<file path="config.mk">
export PLATFORM = sky130hd
export DESIGN_NAME = quiz_round_arbiter
export DESIGN_NICKNAME = d
export VERILOG_FILES = /design/src/rtl/quiz_round_arbiter.sv
export SDC_FILE = /design/constraint.sdc
export NUM_CORES = 1
export LEC_CHECK = 0
export BUFFER_PORTS_ARGS = -buffer_cell sky130_fd_sc_hd__buf_2
export CAP_MARGIN = 20
export CORE_ASPECT_RATIO = 0.6
export CORE_MARGIN = 2
export CORE_UTILIZATION = 40
export CTS_BUF_LIST = sky130_fd_sc_hd__clkbuf_16
export CTS_CLUSTER_DIAMETER = 200
export DETAILED_ROUTE_END_ITERATION = 8
export PLACE_DENSITY = 0.66
export SYNTH_ARGS = -nofsm -noshare
export SYNTH_HDL_FRONTEND = slang
export SYNTH_SLANG_ARGS = --single-unit
</file>
<file path="constraint.sdc">
create_clock -name clk -period 6.8 [get_ports clk]
set_input_delay 0.34 -clock clk [delete_from_list [all_inputs] [get_ports clk]]
set_output_delay 0.34 -clock clk [all_outputs]
set_load 0.03 [all_outputs]
</file>
<file path="src/rtl/quiz_round_arbiter.sv">
// Round controller for the two-player quiz: synchronises the active-low remotes,
// arbitrates presses with per-player lockout, keeps scores and drives the display phases.
module quiz_round_arbiter #(
    parameter int N_QUESTIONS = 10,
    parameter int WIN_SCORE   = 5,
    parameter int LOCKOUT_CYC = 8,
    parameter int SHOW_CYC    = 4
) (
    input  logic       clk,
    input  logic       rst_n,
    input  logic [7:0] in_hex,
    input  logic [3:0] ans,
    input  logic       start,
    output logic [3:0] q_idx,
    output logic [2:0] score_p1,
    output logic [2:0] score_p2,
    output logic       lock_p1,
    output logic       lock_p2,
    output logic [1:0] result,
    output logic [1:0] winner,
    output logic       beep
);

    localparam int LCK_W = $clog2(LOCKOUT_CYC + 1);
    localparam int SHW_W = $clog2(SHOW_CYC + 1);
    localparam logic [LCK_W-1:0] LCK_LOAD = LCK_W'(LOCKOUT_CYC);
    localparam logic [LCK_W-1:0] LCK_ONE  = LCK_W'(1);
    localparam logic [SHW_W-1:0] SHW_LOAD = SHW_W'(SHOW_CYC);
    localparam logic [SHW_W-1:0] SHW_ONE  = SHW_W'(1);
    localparam logic [2:0]       WIN_V    = 3'(WIN_SCORE);
    localparam logic [3:0]       Q_LAST   = 4'(N_QUESTIONS - 1);

    typedef enum logic [1:0] {
        ARMED = 2'd0,
        SHOW  = 2'd1,
        OVER  = 2'd2
    } state_t;

    state_t           state_q, state_d;
    logic [7:0]       s1_q, s1_d, s2_q, s2_d, s3_q, s3_d;
    logic             v1_q, v1_d, v2_q, v2_d, v3_q, v3_d;
    logic [3:0]       q_idx_q, q_idx_d;
    logic [2:0]       score1_q, score1_d, score2_q, score2_d;
    logic             lock1_q, lock1_d, lock2_q, lock2_d;
    logic [LCK_W-1:0] lcnt1_q, lcnt1_d, lcnt2_q, lcnt2_d;
    logic [SHW_W-1:0] show_cnt_q, show_cnt_d;
    logic [1:0]       result_q, result_d, winner_q, winner_d;
    logic             beep_q, beep_d;

    logic [7:0]       low_n;
    logic [3:0]       pick;
    logic [3:0]       choice;
    logic             one_low, ev, ev_p1, correct, p1_try, p2_try;

    function automatic logic [2:0] sat_inc(input logic [2:0] s);
        return (s >= WIN_V) ? s : s + 3'd1;
    endfunction

    // Press decode: the v* flags make sure the "released" sample is a real one, not the reset fill
    always_comb begin
        low_n   = ~s2_q;
        one_low = (low_n != 8'h00) && ((low_n & (low_n - 8'd1)) == 8'h00);
        ev      = v3_q && (s3_q == 8'hFF) && one_low;
        ev_p1   = |low_n[7:4];
        pick    = ev_p1 ? low_n[7:4] : low_n[3:0];
        if (pick[3])      choice = 4'd1;
        else if (pick[2]) choice = 4'd2;
        else if (pick[1]) choice = 4'd3;
        else              choice = 4'd4;
        correct = (choice == ans);
        p1_try  = ev && ev_p1 && !lock1_q;
        p2_try  = ev && !ev_p1 && !lock2_q;
    end

    always_comb begin
        s1_d       = in_hex;
        s2_d       = s1_q;
        s3_d       = s2_q;
        v1_d       = 1'b1;
        v2_d       = v1_q;
        v3_d       = v2_q;
        state_d    = state_q;
        q_idx_d    = q_idx_q;
        score1_d   = score1_q;
        score2_d   = score2_q;
        show_cnt_d = show_cnt_q;
        result_d   = result_q;
        winner_d   = winner_q;
        beep_d     = beep_q;
        lock1_d    = lock1_q;
        lcnt1_d    = lcnt1_q;
        lock2_d    = lock2_q;
        lcnt2_d    = lcnt2_q;

        // Lockout timers run in every state; the lock drops on the edge the count hits zero
        if (lcnt1_q != '0) begin
            lcnt1_d = lcnt1_q - LCK_ONE;
            lock1_d = (lcnt1_q != LCK_ONE);
        end
        if (lcnt2_q != '0) begin
            lcnt2_d = lcnt2_q - LCK_ONE;
            lock2_d = (lcnt2_q != LCK_ONE);
        end

        case (state_q)
            ARMED: begin
                if (p1_try) begin
                    if (correct) begin
                        score1_d   = sat_inc(score1_q);
                        result_d   = 2'd1;
                        show_cnt_d = SHW_LOAD;
                        beep_d     = 1'b1;
                        state_d    = SHOW;
                    end else begin
                        lock1_d = 1'b1;
                        lcnt1_d = LCK_LOAD;
                    end
                end else if (p2_try) begin
                    if (correct) begin
                        score2_d   = sat_inc(score2_q);
                        result_d   = 2'd2;
                        show_cnt_d = SHW_LOAD;
                        beep_d     = 1'b1;
                        state_d    = SHOW;
                    end else begin
                        lock2_d = 1'b1;
                        lcnt2_d = LCK_LOAD;
                    end
                end
            end
            SHOW: begin
                if (show_cnt_q <= SHW_ONE) begin
                    show_cnt_d = '0;
                    result_d   = 2'd0;
                    if ((result_q == 2'd1 && score1_q == WIN_V) ||
                        (result_q == 2'd2 && score2_q == WIN_V)) begin
                        winner_d = result_q;
                        state_d  = OVER;
                    end else begin
                        q_idx_d = (q_idx_q == Q_LAST) ? 4'd0 : q_idx_q + 4'd1;
                        lock1_d = 1'b0;
                        lcnt1_d = '0;
                        lock2_d = 1'b0;
                        lcnt2_d = '0;
                        beep_d  = 1'b0;
                        state_d = ARMED;
                    end
                end else begin
                    show_cnt_d = show_cnt_q - SHW_ONE;
                end
            end
            OVER: begin
                if (start) begin
                    q_idx_d    = 4'd0;
                    score1_d   = 3'd0;
                    score2_d   = 3'd0;
                    winner_d   = 2'd0;
                    result_d   = 2'd0;
                    lock1_d    = 1'b0;
                    lcnt1_d    = '0;
                    lock2_d    = 1'b0;
                    lcnt2_d    = '0;
                    show_cnt_d = '0;
                    beep_d     = 1'b0;
                    state_d    = ARMED;
                end
            end
            default: state_d = ARMED;
        endcase
    end

    always_ff @(posedge clk or negedge rst_n) begin
        if (!rst_n) begin
            state_q    <= ARMED;
            s1_q       <= 8'hFF;
            s2_q       <= 8'hFF;
            s3_q       <= 8'hFF;
            v1_q       <= 1'b0;
            v2_q       <= 1'b0;
            v3_q       <= 1'b0;
            q_idx_q    <= 4'd0;
            score1_q   <= 3'd0;
            score2_q   <= 3'd0;
            lock1_q    <= 1'b0;
            lock2_q    <= 1'b0;
            lcnt1_q    <= '0;
            lcnt2_q    <= '0;
            show_cnt_q <= '0;
            result_q   <= 2'd0;
            winner_q   <= 2'd0;
            beep_q     <= 1'b0;
        end else begin
            state_q    <= state_d;
            s1_q       <= s1_d;
            s2_q       <= s2_d;
            s3_q       <= s3_d;
            v1_q       <= v1_d;
            v2_q       <= v2_d;
            v3_q       <= v3_d;
            q_idx_q    <= q_idx_d;
            score1_q   <= score1_d;
            score2_q   <= score2_d;
            lock1_q    <= lock1_d;
            lock2_q    <= lock2_d;
            lcnt1_q    <= lcnt1_d;
            lcnt2_q    <= lcnt2_d;
            show_cnt_q <= show_cnt_d;
            result_q   <= result_d;
            winner_q   <= winner_d;
            beep_q     <= beep_d;
        end
    end

    assign q_idx    = q_idx_q;
    assign score_p1 = score1_q;
    assign score_p2 = score2_q;
    assign lock_p1  = lock1_q;
    assign lock_p2  = lock2_q;
    assign result   = result_q;
    assign winner   = winner_q;
    assign beep     = beep_q;

endmodule

</file>
==> out/qor.yml <==
finalHoldViolCount: 0
gr-total-overflow: 0
postSynthAreaPerCell_um2: 10.41
wl_per_cell_um: 15.38
synth-simple-area-share: 0.1507
cp.required_ns: 7.00
rsz0062_at_grt: "false"
yosysWarnings: 0
h-tree-depth: 3
coreArea_mm2: 0.007207
totalWireLength_mm: 6.398
crit_type: "reg2reg"
synth_edf_count: 0
cts_resized: 0
ios: 32
syn_inst: 283
maxSlewViolCount: 0
postPlaceCellArea_mm2: 0.003198
worstMarginPinSlew_ns: 0.8781
synth_mux_area_frac: 0.03439
yosysSeqAreaShare: 0.4943
n_antenna_cell: 0
post_cts_buffers: 0
setup_viol: 0
powerDensity_mw_per_mm2: 280.4
vias: 2254
clk_path_buf_depth: 2
row_count: 24
drcViolationCount: 0
start_util: 0.4089
drt-pass1-iter-count: 4
postCtsHoldBufs: 0
synth_top_family_by_area: "compound AO/OA/AOI/OAI gates"
numCtsBuffers: 9
gp_congestion: 0.8685
hpwl_mm: 4.428
cts_tree: "built"
leakage_nw: 1.569
status: "finished, final reports clean"
finalSetupTns_ns: 0
ys_seq_elements: 57
dr.first_iter.drc_count: 187
syn-cell-area_mm2: 0.002947
ant_nets: 0
cp.arrival_ns: 2.94
die_y_um: 70.48
root_buffer: "clkbuf_16"
synth-main-ff-cell: "dfrtp_1"
yosysUniqueCellTypes: 56
fillers: 657
cts.clk_slew.worst_paths_ns: 0.05
fmax_mhz: 365.4
skew_ns: 0.005788
finalCritPeriodShare: 0.4024
max_cap_viol_count: 0
endpoint_kind: "flip-flop"
crit_fanout: 10
die_area_mm2: 0.008091
grt_pass1_vias: 2131
relSlewSlack: 0.4092
hp-class: "in2reg"
antenna_found_initial: 0
syn_nets: 316
die_x_um: 114.8
ir_drop_v: 0.0001168
crit_path_start_kind: "flip-flop"
area_delta_synth_final_pct: 17.24
fin_nets: 353
final_layout_size_suffix_gt1_frac: 0.2769
grt_util_all_layers: 0.1708
avgViaCountPerCell: 5.418
synth_xor_area_frac: 0.005945
postLayoutCellArea_mm2: 0.003455
synth_adder_area_share: 0.07643
clkSinkCount: 57
synth_compound_area_frac: 0.1979
async_flop_share: 1.000
numPortBuffers: 31
min_period_ns: 2.736
grt_max_degree: 58
clk_latency_ns: 0.32
grt_pass1_wl_mm: 10.61
synth_stat cells (2+ instances only):
cell type / number / share of area
dfrtp_1: 33 / 0.28
dfstp_2: 24 / 0.21
inv_1: 24 / 0.031
nor2_1: 23 / 0.029
nand2_1: 21 / 0.027
ha_1: 18 / 0.076
o21ai_0: 16 / 0.027
a21oi_1: 15 / 0.025
nor3_1: 10 / 0.017
nand4_1: 9 / 0.019
o211ai_1: 8 / 0.020
mux2_2: 7 / 0.027
nand3_1: 6 / 0.010
o21ba_2: 5 / 0.017
clkbuf_1: 4 / 0.0051
a22oi_1: 3 / 0.0076
a31oi_1: 3 / 0.0064
nand2b_1: 3 / 0.0064
o31ai_1: 3 / 0.0076
or3_1: 3 / 0.0064
a211oi_2: 2 / 0.0085
a41o_1: 2 / 0.0068
and4b_1: 2 / 0.0068
buf_2: 2 / 0.0034
mux2_1: 2 / 0.0076
o21a_1: 2 / 0.0051
o221ai_1: 2 / 0.0059
o22ai_1: 2 / 0.0042
xnor2_1: 2 / 0.0059
critical path, cell delays in order (launching register included):
cell      delay [ns]
dfstp_2         0.62
nand2_1         0.13
nor4_1          0.78
or2_2           0.27
a21oi_2         0.09
a211oi_2        0.36
mux2_2          0.37
power breakdown:
part           leakage (nW)  total (W)  internal [W]  switching [W]
clock network         0.130   0.000382      0.000238       0.000144
registers             0.666   0.000416      0.000383      0.0000327
logic                 0.772   0.000171     0.0000784      0.0000926
total                  1.57   0.000969      0.000700       0.000269
kinds of logic after synthesis:
family / after synthesis
AOI/OAI and AO/OA: 79
xor gates and xnor gates: 2
adders and majority gates: 18
buffers and inverters: 30
DFF: 57
muxes: 9
other: 1
and+or+nand+nor: 87
path summary, 6_finish.rpt:
check                                endpoint  startpoint  slack, ns  cells after the start
worst max-delay path            show_cnt_q[0]     s2_q[6]       4.06                      6
worst min register to register           v2_q        v1_q       0.35                      0
min in group asynchronous                v1_q       rst_n       0.14                      2
max in group asynchronous          lcnt1_q[3]       rst_n       6.18                      2
worst min-delay path                  s1_q[3]   in_hex[3]       0.11                      1
worst max register to register  show_cnt_q[0]     s2_q[6]       4.06                      6
state kept, by name, indices dropped and copies added, names as in the netlist, 2 cells and up:
name and count:
s1_q 8, q_idx 4, s3_q 8, lcnt1_q 4, result 2, winner 2
s2_q 8, show_cnt_q 3, lcnt2_q 4, score_p2 3, score_p1 3, state_q 2
through the flow:
step | worst slack [ns] | total power, W | std cells | hold WS, ns | utilization
2_1_floorplan | 4.416 | 0.0005467 | 283 | 0.04441 | -
3_5_place_dp | 4.116 | 0.0005908 | 400 | 0.3403 | 0.4438
4_1_cts | 4.103 | 0.0009777 | 416 | 0.1024 | 0.4793
6_report | 4.064 | 0.0009686 | 416 | 0.1111 | 0.4793
3_3_place_gp | 4.170 | 0.0005871 | 400 | 0.3339 | 0.4438
5_1_grt | 3.932 | 0.001023 | 416 | 0.1017 | 0.4793
cells in the final DEF, fill, tap and decap left out, types with 2 or more instances in the layout:
cell	netlist	layout
o21a_1	2	2
o31ai_1	3	3
clkinv_1	0	3
clkbuf_16	0	9
o21ai_0	16	16
nand3_1	6	6
nand2b_1	3	3
mux2_1	2	2
nor2_1	23	23
o22ai_1	2	2
a211oi_2	2	2
mux2_2	7	7
or3_1	3	3
and4b_1	2	2
a41o_1	2	2
buf_2	2	31
dfrtp_1	33	33
inv_1	24	26
a21oi_1	15	15
a22oi_1	3	3
ha_1	18	18
nand4_1	9	9
o221ai_1	2	2
dfstp_2	24	24
xnor2_1	2	2
nor3_1	10	10
o211ai_1	8	8
nand2_1	21	21
a31oi_1	3	3
o21ba_2	5	5
cell type report:
cell class | count | area (um2) | area share
multi-input combinational | 196 | 1375 | 0.3980
clock buffer | 9 | 225.2 | 0.06519
inverter | 24 | 90.09 | 0.02608
sequential | 57 | 1456 | 0.4216
timing repair buffer | 32 | 162.7 | 0.04708
clock inverter | 7 | 31.28 | 0.009055
tap | 91 | 113.9 | 0.03296
routing by layer:
metal	track usage	share of wire
met1	0.2597	0.53
met4	0.06024	0.013
met3	0.05382	0.064
met2	0.2249	0.39
met5	0	0
Note: power is estimated with default switching activity, not from simulation.
